### src/rtl/sort_pkg.sv
// rtl/sort_pkg.sv - shared states and sizing for the bubble sort controller
package sort_pkg;

  typedef enum logic [2:0] {
    IDLE,
    COMPARE,
    WRITE_LO,
    WRITE_HI,
    DONE
  } sort_state_t;

  localparam int N_ENTRIES  = 4;
  localparam int IDX_W      = 2;
  localparam int LAST_PASS  = 2;
  localparam int SWAP_CNT_W = 8;

endpackage

### src/rtl/sort_compare.sv
// rtl/sort_compare.sv - swap decision for one adjacent pair (SORT_DESCENDING_EN selects order)
module sort_compare #(
  parameter int K = 32
) (
  input  logic [K-1:0] a_data,
  input  logic [K-1:0] b_data,
  output logic         swap
);

  // Strict comparison so equal entries keep their order in both modes
`ifdef SORT_DESCENDING_EN
  assign swap = (a_data < b_data);
`else
  assign swap = (a_data > b_data);
`endif

endmodule

### src/rtl/bubble_sort_controller.sv
// rtl/bubble_sort_controller.sv - sequencing FSM for the four-entry bubble sort datapath
// Sort order set by SORT_DESCENDING_EN inside sort_compare.
module bubble_sort_controller
  import sort_pkg::*;
#(
  parameter int K = 32
) (
  input  logic                  clock,
  input  logic                  reset,
  input  logic                  start,
  input  logic [K-1:0]          a_data,
  input  logic [K-1:0]          b_data,
  output logic [1:0]            rd_a_sel,
  output logic [1:0]            rd_b_sel,
  output logic                  tmp_en,
  output logic                  wr_en,
  output logic [1:0]            wr_idx,
  output logic                  wr_src,
  output logic                  busy,
  output logic                  done,
  output logic [SWAP_CNT_W-1:0] swap_count
);

  sort_state_t      state;
  logic [IDX_W-1:0] idx;
  logic [IDX_W-1:0] pass;
  logic             swap;

  sort_state_t      adv_state;
  logic [IDX_W-1:0] adv_idx;
  logic [IDX_W-1:0] adv_pass;
  logic [IDX_W-1:0] last_idx;

  sort_compare #(.K(K)) u_cmp (
    .a_data (a_data),
    .b_data (b_data),
    .swap   (swap)
  );

  assign rd_a_sel = idx;
  assign rd_b_sel = idx + IDX_W'(1);
  assign tmp_en   = (state == COMPARE) && swap;

  // Each pass shortens by one: pass p ends at idx = LAST_PASS - p
  assign last_idx = IDX_W'(LAST_PASS) - pass;

  always_comb begin
    adv_state = COMPARE;
    adv_idx   = idx;
    adv_pass  = pass;
    if (idx < last_idx) begin
      adv_idx = idx + IDX_W'(1);
    end else if (pass < IDX_W'(LAST_PASS)) begin
      adv_pass = pass + IDX_W'(1);
      adv_idx  = '0;
    end else begin
      adv_state = DONE;
    end
  end

  always_ff @(posedge clock) begin
    if (reset) begin
      state      <= IDLE;
      idx        <= '0;
      pass       <= '0;
      busy       <= 1'b0;
      done       <= 1'b0;
      wr_en      <= 1'b0;
      wr_idx     <= '0;
      wr_src     <= 1'b0;
      swap_count <= '0;
    end else begin
      case (state)
        IDLE, DONE: begin
          if (start) begin
            state      <= COMPARE;
            idx        <= '0;
            pass       <= '0;
            busy       <= 1'b1;
            done       <= 1'b0;
            swap_count <= '0;
          end
        end
        COMPARE: begin
          if (swap) begin
            state  <= WRITE_LO;
            wr_en  <= 1'b1;
            wr_idx <= idx;
            wr_src <= 1'b0;
          end else begin
            state <= adv_state;
            idx   <= adv_idx;
            pass  <= adv_pass;
            busy  <= (adv_state != DONE);
            done  <= (adv_state == DONE);
          end
        end
        WRITE_LO: begin
          state  <= WRITE_HI;
          wr_en  <= 1'b1;
          wr_idx <= idx + IDX_W'(1);
          wr_src <= 1'b1;
        end
        WRITE_HI: begin
          if (swap_count != '1) begin
            swap_count <= swap_count + SWAP_CNT_W'(1);
          end
          state  <= adv_state;
          idx    <= adv_idx;
          pass   <= adv_pass;
          busy   <= (adv_state != DONE);
          done   <= (adv_state == DONE);
          wr_en  <= 1'b0;
          wr_idx <= '0;
          wr_src <= 1'b0;
        end
        default: begin
          state <= IDLE;
          busy  <= 1'b0;
          done  <= 1'b0;
          wr_en <= 1'b0;
        end
      endcase
    end
  end

endmodule
### config.mk
export PLATFORM = sky130hd
export DESIGN_NAME = bubble_sort_controller
export DESIGN_NICKNAME = d
export VERILOG_FILES = /design/src/rtl/sort_pkg.sv /design/src/rtl/sort_compare.sv /design/src/rtl/bubble_sort_controller.sv
export SDC_FILE = /design/constraint.sdc
export NUM_CORES = 1
export LEC_CHECK = 0
export CAP_MARGIN = 30
export CORE_ASPECT_RATIO = 1.75
export CORE_MARGIN = 2
export CORE_UTILIZATION = 39
export DETAILED_ROUTE_END_ITERATION = 8
export GPL_TIMING_DRIVEN = 0
export PLACE_DENSITY = 0.84
export SLEW_MARGIN = 20
export SYNTH_ARGS = -nofsm -noshare
export SYNTH_HDL_FRONTEND = slang
export SYNTH_HIERARCHICAL = 1
export SYNTH_SLANG_ARGS = --single-unit
export TNS_END_PERCENT = 100
### constraint.sdc
create_clock -name clock -period 2.16 [get_ports clock]
set_input_delay 0.216 -clock clock [delete_from_list [all_inputs] [get_ports clock]]
set_output_delay 0.216 -clock clock [all_outputs]
set_load 0.005 [all_outputs]
==> results of run 1 <==
==> worst paths after layout <==
kind / startpoint / endpoint / depth (start not counted) / slack (ps)
max: b_data[21] / pass[0]$_SDFFE_PP0P_ / 13 / -150
min: wr_src$_SDFFE_PP0P_ / wr_src$_SDFFE_PP0P_ / 2 / 480
max reg2reg: pass[0]$_SDFFE_PP0P_ / rd_a_sel[1]$_SDFFE_PP0P_ / 9 / -30
min reg2reg: wr_src$_SDFFE_PP0P_ / wr_src$_SDFFE_PP0P_ / 2 / 480
==> tightest hold or removal path: cells and delay by family, from the launching register on <==
kind,cells,cell delay (ps)
DFF,1,330
AOI/OAI and AO/OA,2,110
==> power breakdown <==
group / total (mW) / internal (mW) / switching (mW) / leakage, nW
clock network: 0.260 / 0.131 / 0.129 / 0.0228
registers: 0.438 / 0.412 / 0.0262 / 0.171
logic: 0.699 / 0.372 / 0.327 / 1.26
total: 1.40 / 0.915 / 0.482 / 1.46
==> layer usage <==
layer  up-vias  track usage, %
met5         -               0
met3        17            2.13
met2       136            43.1
met1      1069            23.6
met4         0            8.23
li1       1102               -
==> cells in the final DEF (no fill, tap or decap), types with 13 or more instances in the layout <==
cell type,netlist,routed
nor2_1,28,21
inv_2,1,20
buf_2,3,14
ha_4,0,25
dfxtp_1,21,21
buf_6,0,17
buf_4,0,13
a21oi_1,34,21
clkdlybuf4s50_1,0,26
clkbuf_2,0,20
==> sequential cells by signal (all words and copies together), names as in the netlist <==
name        cells
rd_a_sel        2
swap_count      8
wr_idx          2
wr_en           1
wr_src          1
done            1
busy            1
state           3
pass            2
==> cell families after synthesis <==
kind of cell | Yosys count
DFF | 21
xor gates and xnor gates | 7
and+or+nand+nor | 84
adders and majority gates | 35
AOI/OAI and AO/OA | 63
muxes | 2
buffers and inverters | 42
==> through the flow <==
step	TNS (ps)	instances	power (mW)	worst slack (ps)	utilization (%)
after floorplan	-203	254	0.712	-89.4	-
after global placement	-12390	393	0.944	-1380	60.9
after detailed placement	-12890	393	0.958	-1400	60.9
after CTS	-1080	409	1.29	-182	68.0
after global routing	-1810	415	1.47	-218	71.7
final	-814	415	1.40	-149	71.7
==> what timing repair did <==
| item | CTS | global route |
|---|---|---|
| gates resized for setup | 188 | 103 |
| pin swaps | 53 | 44 |
| setup endpoints to repair | 14 | 13 |
| buffers inserted | 12 | 6 |
==> final cells by class <==
cell class                 instances  share of cell area [%]
multi-input combinational        191                    54.7
clock buffer                       4                    1.28
sequential                        21                    12.0
tap                               54                    1.93
timing repair buffer             103                    24.8
buffer                             6                   0.749
inverter                          36                    4.50
==> results.ini, run 1 <==
[status]
status = finished with violations
violations = setup timing

[floorplan]
fp.dieW_um = 57.5
initial_utilization_pct = 39.9
top_level_ports = 86
dieArea_um2 = 5620
core_region_area_um2 = 4890
fp.dieH_um = 97.6
rows = 34

[finish]
syn_to_final_growth_pct = 79.4
layout-drive-gt1-share_pct = 45.4
fin_nets = 464
insertedDiodeCount = 0
num-fill-cells = 350
register_area_um2 = 420
final_cell_area_um2 = 3510
multiInputGateArea_um2 = 1920

[clock_network]
cts_hold_buf = 0
path_clk_slew_ps = 80
cts_max_level = 1
insertion_delay_ps = 260
cts.sinks = 21
cts-root-buf = clkbuf_8
cts_tree = built
cts_buffer_depth = 2
cts_buffers = 3

[worst_setup_path]
arrival_ps = 2440
worstPathRequired_ps = 2290
cp-start-kind = primary input
crit_chain = buf_6 > inv_4 > ha_4 > and4_4 > a221o_1 > a2111oi_4 > a21oi_2 > nand2b_1 > buf_6 > nand3_2 > a21oi_2 > mux2i_1 > nor2_1
cp_max_fo = 2
cp-end-kind = register
crit_family = compound AO/OA/AOI/OAI gates
critPathKind = in -> reg
crit_slowest_cell = a221o_1
crit_buf_inv = 3
max_stage_delay_ps = 390

[synthesis]
yosysWarningCount = 6
synth_top_family_by_area = adder cells
ys_ff_latch = 21
synth_compound_area_share_pct = 21.6
async_reset_ff_share_pct = 0
synth-edff-count = 0
yosysSeqAreaShare_pct = 21.5
synth_top_area_cell = ha_1
synthTopCellsByArea = ha_1 22%, dfxtp_1 22%, a21oi_1 8.7%, inv_1 6.7%, nor2_1 5.4%
ys.flop_type = dfxtp_1
synth_cell_types = 46
syn_avg_cell_area_um2 = 7.69
synth_common_cells = 35 x ha_1, 35 x inv_1, 34 x a21oi_1
syn_nets = 356
synthAdderAreaFrac_pct = 22.4
yosysTopAreaCellShare_pct = 22.4
synth.area.mux_share_pct = 1.02
synth-xor-area-share_pct = 3.14
syn_inst = 254
synth_area_um2 = 1950
synthSimpleGateAreaFrac_pct = 22.0

[job]
drv_cap = 0

[power]
power.density_nw_per_um2 = 399
p_leak_nw = 1.46
max-vdd-ir-drop_v = 0.000552

[placement]
dp_hpwl_um = 4460
portBuffers = 85
dpl_cell_area_um2 = 2980
gp_congestion = 0.904

[grt]
grt_pass1_vias = 2332
grt_pass1_wl_um = 10200
globalRouteOverflowTotal = 0
grtUsageTotal_pct = 22.4
antenna_found_initial = 0
grt_max_degree = 12

[drt]
vias = 2324
viasPerCell = 5.60
wirelength_um = 6570
drcViolationCount = 0
first_pass_iters = 4
drt_iter0_drc = 110
route.top_layer_used = met4
wl_met3_um = 410
avgRoutedWirePerCell_um = 15.8
ant_nets = 0
wl_met2_um = 3630
met1Wirelength_um = 2390

[sta]
finalHoldViolCount = 0
relSlewSlack_pct = 60.3
post-route-min-period_ps = 2310
hold_ws_ps = 484
rsz0062_at_grt = yes
skew_ps = 3.74
tightest_slew_ps = 595
period_share_pct = 107
finalMaxSlewViolations = 0
finalSetupViolCount = 10
setup_slack_ps = -149
timing.fmax_ghz = 0.433

[worst_hold_path]
hp-class = reg -> reg

(Power assumes the default switching activity.)
==> run 2: changes to the inputs <==
Settings changed: SLEW_MARGIN 20 to default.
==> results of run 2 <==
Final layout, timing and power as in run 1 (identical DEF).
==> run 3: changes to the inputs <==
Settings changed: CORE_UTILIZATION 39 to 43, PLACE_DENSITY 0.84 to 0.88.
Clock period 2.16 ns to 2.2 ns, I/O delays scaled along.
==> run 3 against run 2 <==
Clock power grew 2%; flip-flop and latch count is the same; critical path depth is the same; non-clock buffer count grew 3; the flow still finishes with violations (setup timing); cell count is the same; highest routed layer unchanged; global-route usage grew 4.6 points; hold slack gained 6.4 ps; clock skew grew 1.4 ps; utilization grew 8.5 points; register-to-register slack gained 20 ps.
==> results.ini, run 3 (synthesis gave the netlist of run 1 again) <==
[status]
status = finished with violations
violations = setup timing

[finish]
layout-drive-gt1-share_pct = 44.8  ; -0.65 points
top_regs = swap_count: 8 flops, state: 3 flops
largest_register_ffs = 8  ; unchanged
final_cell_mix = 26 x clkdlybuf4s50_1, 26 x ha_4, 22 x a21oi_1, 21 x nor2_1, 21 x dfxtp_1
syn_to_final_growth_pct = 80.7
regMostFlops = swap_count
num-fill-cells = 279  ; -20%
instances_no_fill = 415  ; unchanged
fin_nets = 467  ; +0.65%
insertedDiodeCount = 0  ; unchanged

[worst_hold_path]
hp-class = reg -> reg
hold_depth = 2  ; unchanged
hp-start = busy$_SDFFE_PP0P_
hold-path-endpoint = busy$_SDFFE_PP0P_

[placement]
post-place-cells = 390  ; -0.76%
gp_congestion = 0.806  ; -11%
portBuffers = 85  ; unchanged
preCtsSetupSlack_ps = -1440  ; -48.5 ps
dp_hpwl_um = 4410  ; -1.2%

[worst_setup_path]
cp_max_fo = 4  ; +2
cp-start-kind = primary input
arrival_ps = 2510  ; +70 ps
r2r_end = rd_a_sel[1]$_SDFFE_PP0P_
worstRegToRegCells = 9  ; unchanged
critPathKind = in -> reg
cp-end-kind = register
r2r-start = pass[0]$_SDFFE_PP0P_
reg2reg_slack_ps = -10  ; +20 ps
worstPathRequired_ps = 2330  ; +40 ps

[grt]
grt_pass1_vias = 2399  ; +2.9%
grt_max_degree = 12  ; unchanged
globalRouteOverflowTotal = 0  ; unchanged
grt_pass1_wl_um = 10300  ; +1.6%
grtUsageTotal_pct = 26.9  ; +4.6 points
antenna_found_initial = 0  ; unchanged

[clock_network]
cts-root-buf = clkbuf_8
cts_buffer_depth = 2  ; unchanged
cts_buffers = 3  ; unchanged
cts_hold_buf = 0  ; unchanged
cts_max_level = 1  ; unchanged
cts.sinks = 21  ; unchanged
path_clk_slew_ps = 80  ; about the same
insertion_delay_ps = 270  ; about the same
cts_tree = built

[drt]
vias = 2390  ; +2.8%
wirelength_um = 6890  ; +4.8%
viasPerCell = 5.76  ; +2.8%
drcViolationCount = 0  ; unchanged
ant_nets = 0  ; unchanged
drt_iter0_drc = 67  ; -39%
first_pass_iters = 4  ; unchanged
avgRoutedWirePerCell_um = 16.6  ; +4.8%

[power]
p_leak_nw = 1.48  ; +1.3%
switchingPower_uw = 483  ; about the same
power_frac_comb_pct = 49.7  ; -0.3 points
seqPwrFrac_pct = 31.1  ; -0.3 points
power.density_nw_per_um2 = 392  ; -1.7%
swShare_pct = 34.9  ; +0.37 points
clockPowerShare_pct = 19.2  ; +0.6 points
internal-power_uw = 901  ; -1.6%
p_total_mw = 1.38  ; -0.99%
max-vdd-ir-drop_v = 0.000400  ; -28%

[floorplan]
initial_utilization_pct = 44.4  ; +4.4 points
fp.dieH_um = 93.2  ; -4.6%
rows = 32  ; -5.9%
fp.dieW_um = 55.0  ; -4.4%
core_region_area_um2 = 4400  ; -10%
dieArea_um2 = 5120  ; -8.8%
top_level_ports = 86  ; unchanged

[sta]
finalSetupViolCount = 8  ; -2
finalHoldViolCount = 0  ; unchanged
relSlewSlack_pct = 64.7  ; +4.4 points
timing.fmax_ghz = 0.421
finalMaxSlewViolations = 0  ; unchanged
setup_slack_ps = -173  ; -24.1 ps
post-route-min-period_ps = 2370
tightest_slew_ps = 530  ; -65.5 ps
rsz0062_at_grt = yes
skew_ps = 5.18  ; +1.43 ps
period_share_pct = 108

[job]
drv_cap = 0  ; unchanged

==> run 3: cell types whose count changed in the layout (fill, tap and decap cells not counted), sizes merged <==
cell           previous run  this run
buf                      47        54
clkbuf                   26        19
clkdlybuf4s15            10         7
dlygate4sd2               4         9
dlymetal6s2s              0         1
==> run 3: how the worst max path moves through the flow <==
stage / cells after the start / endpoint / slack, ps / from
2_1_floorplan: 11 / rd_a_sel[1]$_SDFFE_PP0P_ / -50 / b_data[23]
3_3_place_gp: 10 / tmp_en / -1380 / b_data[23]
3_5_place_dp: 10 / tmp_en / -1440 / b_data[23]
4_1_cts: 13 / rd_a_sel[0]$_SDFFE_PP0P_ / -180 / a_data[17]
5_1_grt: 13 / rd_a_sel[1]$_SDFFE_PP0P_ / -240 / a_data[5]
6_report: 13 / rd_a_sel[1]$_SDFFE_PP0P_ / -170 / a_data[19]
==> run 3: through the flow <==
step / hold WS, ps / cell area (um^2) / util (%) / setup TNS [ps]
2_1_floorplan: 289 / 2060 / - / -104
3_3_place_gp: 470 / 2970 / 67.5 / -12240
3_5_place_dp: 480 / 2970 / 67.5 / -13100
4_1_cts: 496 / 3340 / 75.7 / -697
5_1_grt: 528 / 3530 / 80.2 / -1500
6_report: 490 / 3530 / 80.2 / -815
==> run 3: power groups by stage <==
stage	clock [mW]	combinational [mW]	sequential, mW
floorplan	0	0.265	0.434
global placement	0	0.491	0.435
detailed placement	0	0.507	0.436
CTS	0.259	0.588	0.428
global route	0.274	0.742	0.433
finish	0.265	0.688	0.430
==> run 3: routing by layer <==
layer / up-vias / GRT usage, % / routed length, um
met5: - / 0 / 0
met4: 0 / 12.2 / 291
met3: 32 / 3.51 / 397
met2: 137 / 50.3 / 3780
met1: 1116 / 27.3 / 2420
li1: 1105 / - / -
==> run 3: worst max-delay path: stages <==
cell and delay [ps]:
buf_6 100, ha_4 230, a21oi_2 150, o21ai_2 80
a221o_1 380, a2111oi_4 370, a21oi_2 110, buf_4 160
nor2b_4 130, nor2_4 160, nand2b_4 100, a32oi_2 230
a21oi_1 90
==> run 3: layout make-up <==
cell class / instances / area (um^2) / share of cell area, %
Timing Repair Buffer: 106 / 900 / 25.5
Multi-Input combinational cell: 191 / 1920 / 54.3
Inverter: 36 / 160 / 4.53
Clock buffer: 4 / 45.0 / 1.28
Buffer: 6 / 26.3 / 0.744
Sequential cell: 21 / 420 / 11.9
Tap cell: 51 / 63.8 / 1.81
==> run 3: what timing repair did <==
item / CTS / global route
pin swaps: 53 / 48
gates cloned: 0 / 0
buffers inserted: 18 / 5
gates resized for setup: 179 / 99
endpoints found under the hold margin: 0 / 0
endpoints found under the setup margin: 14 / 14
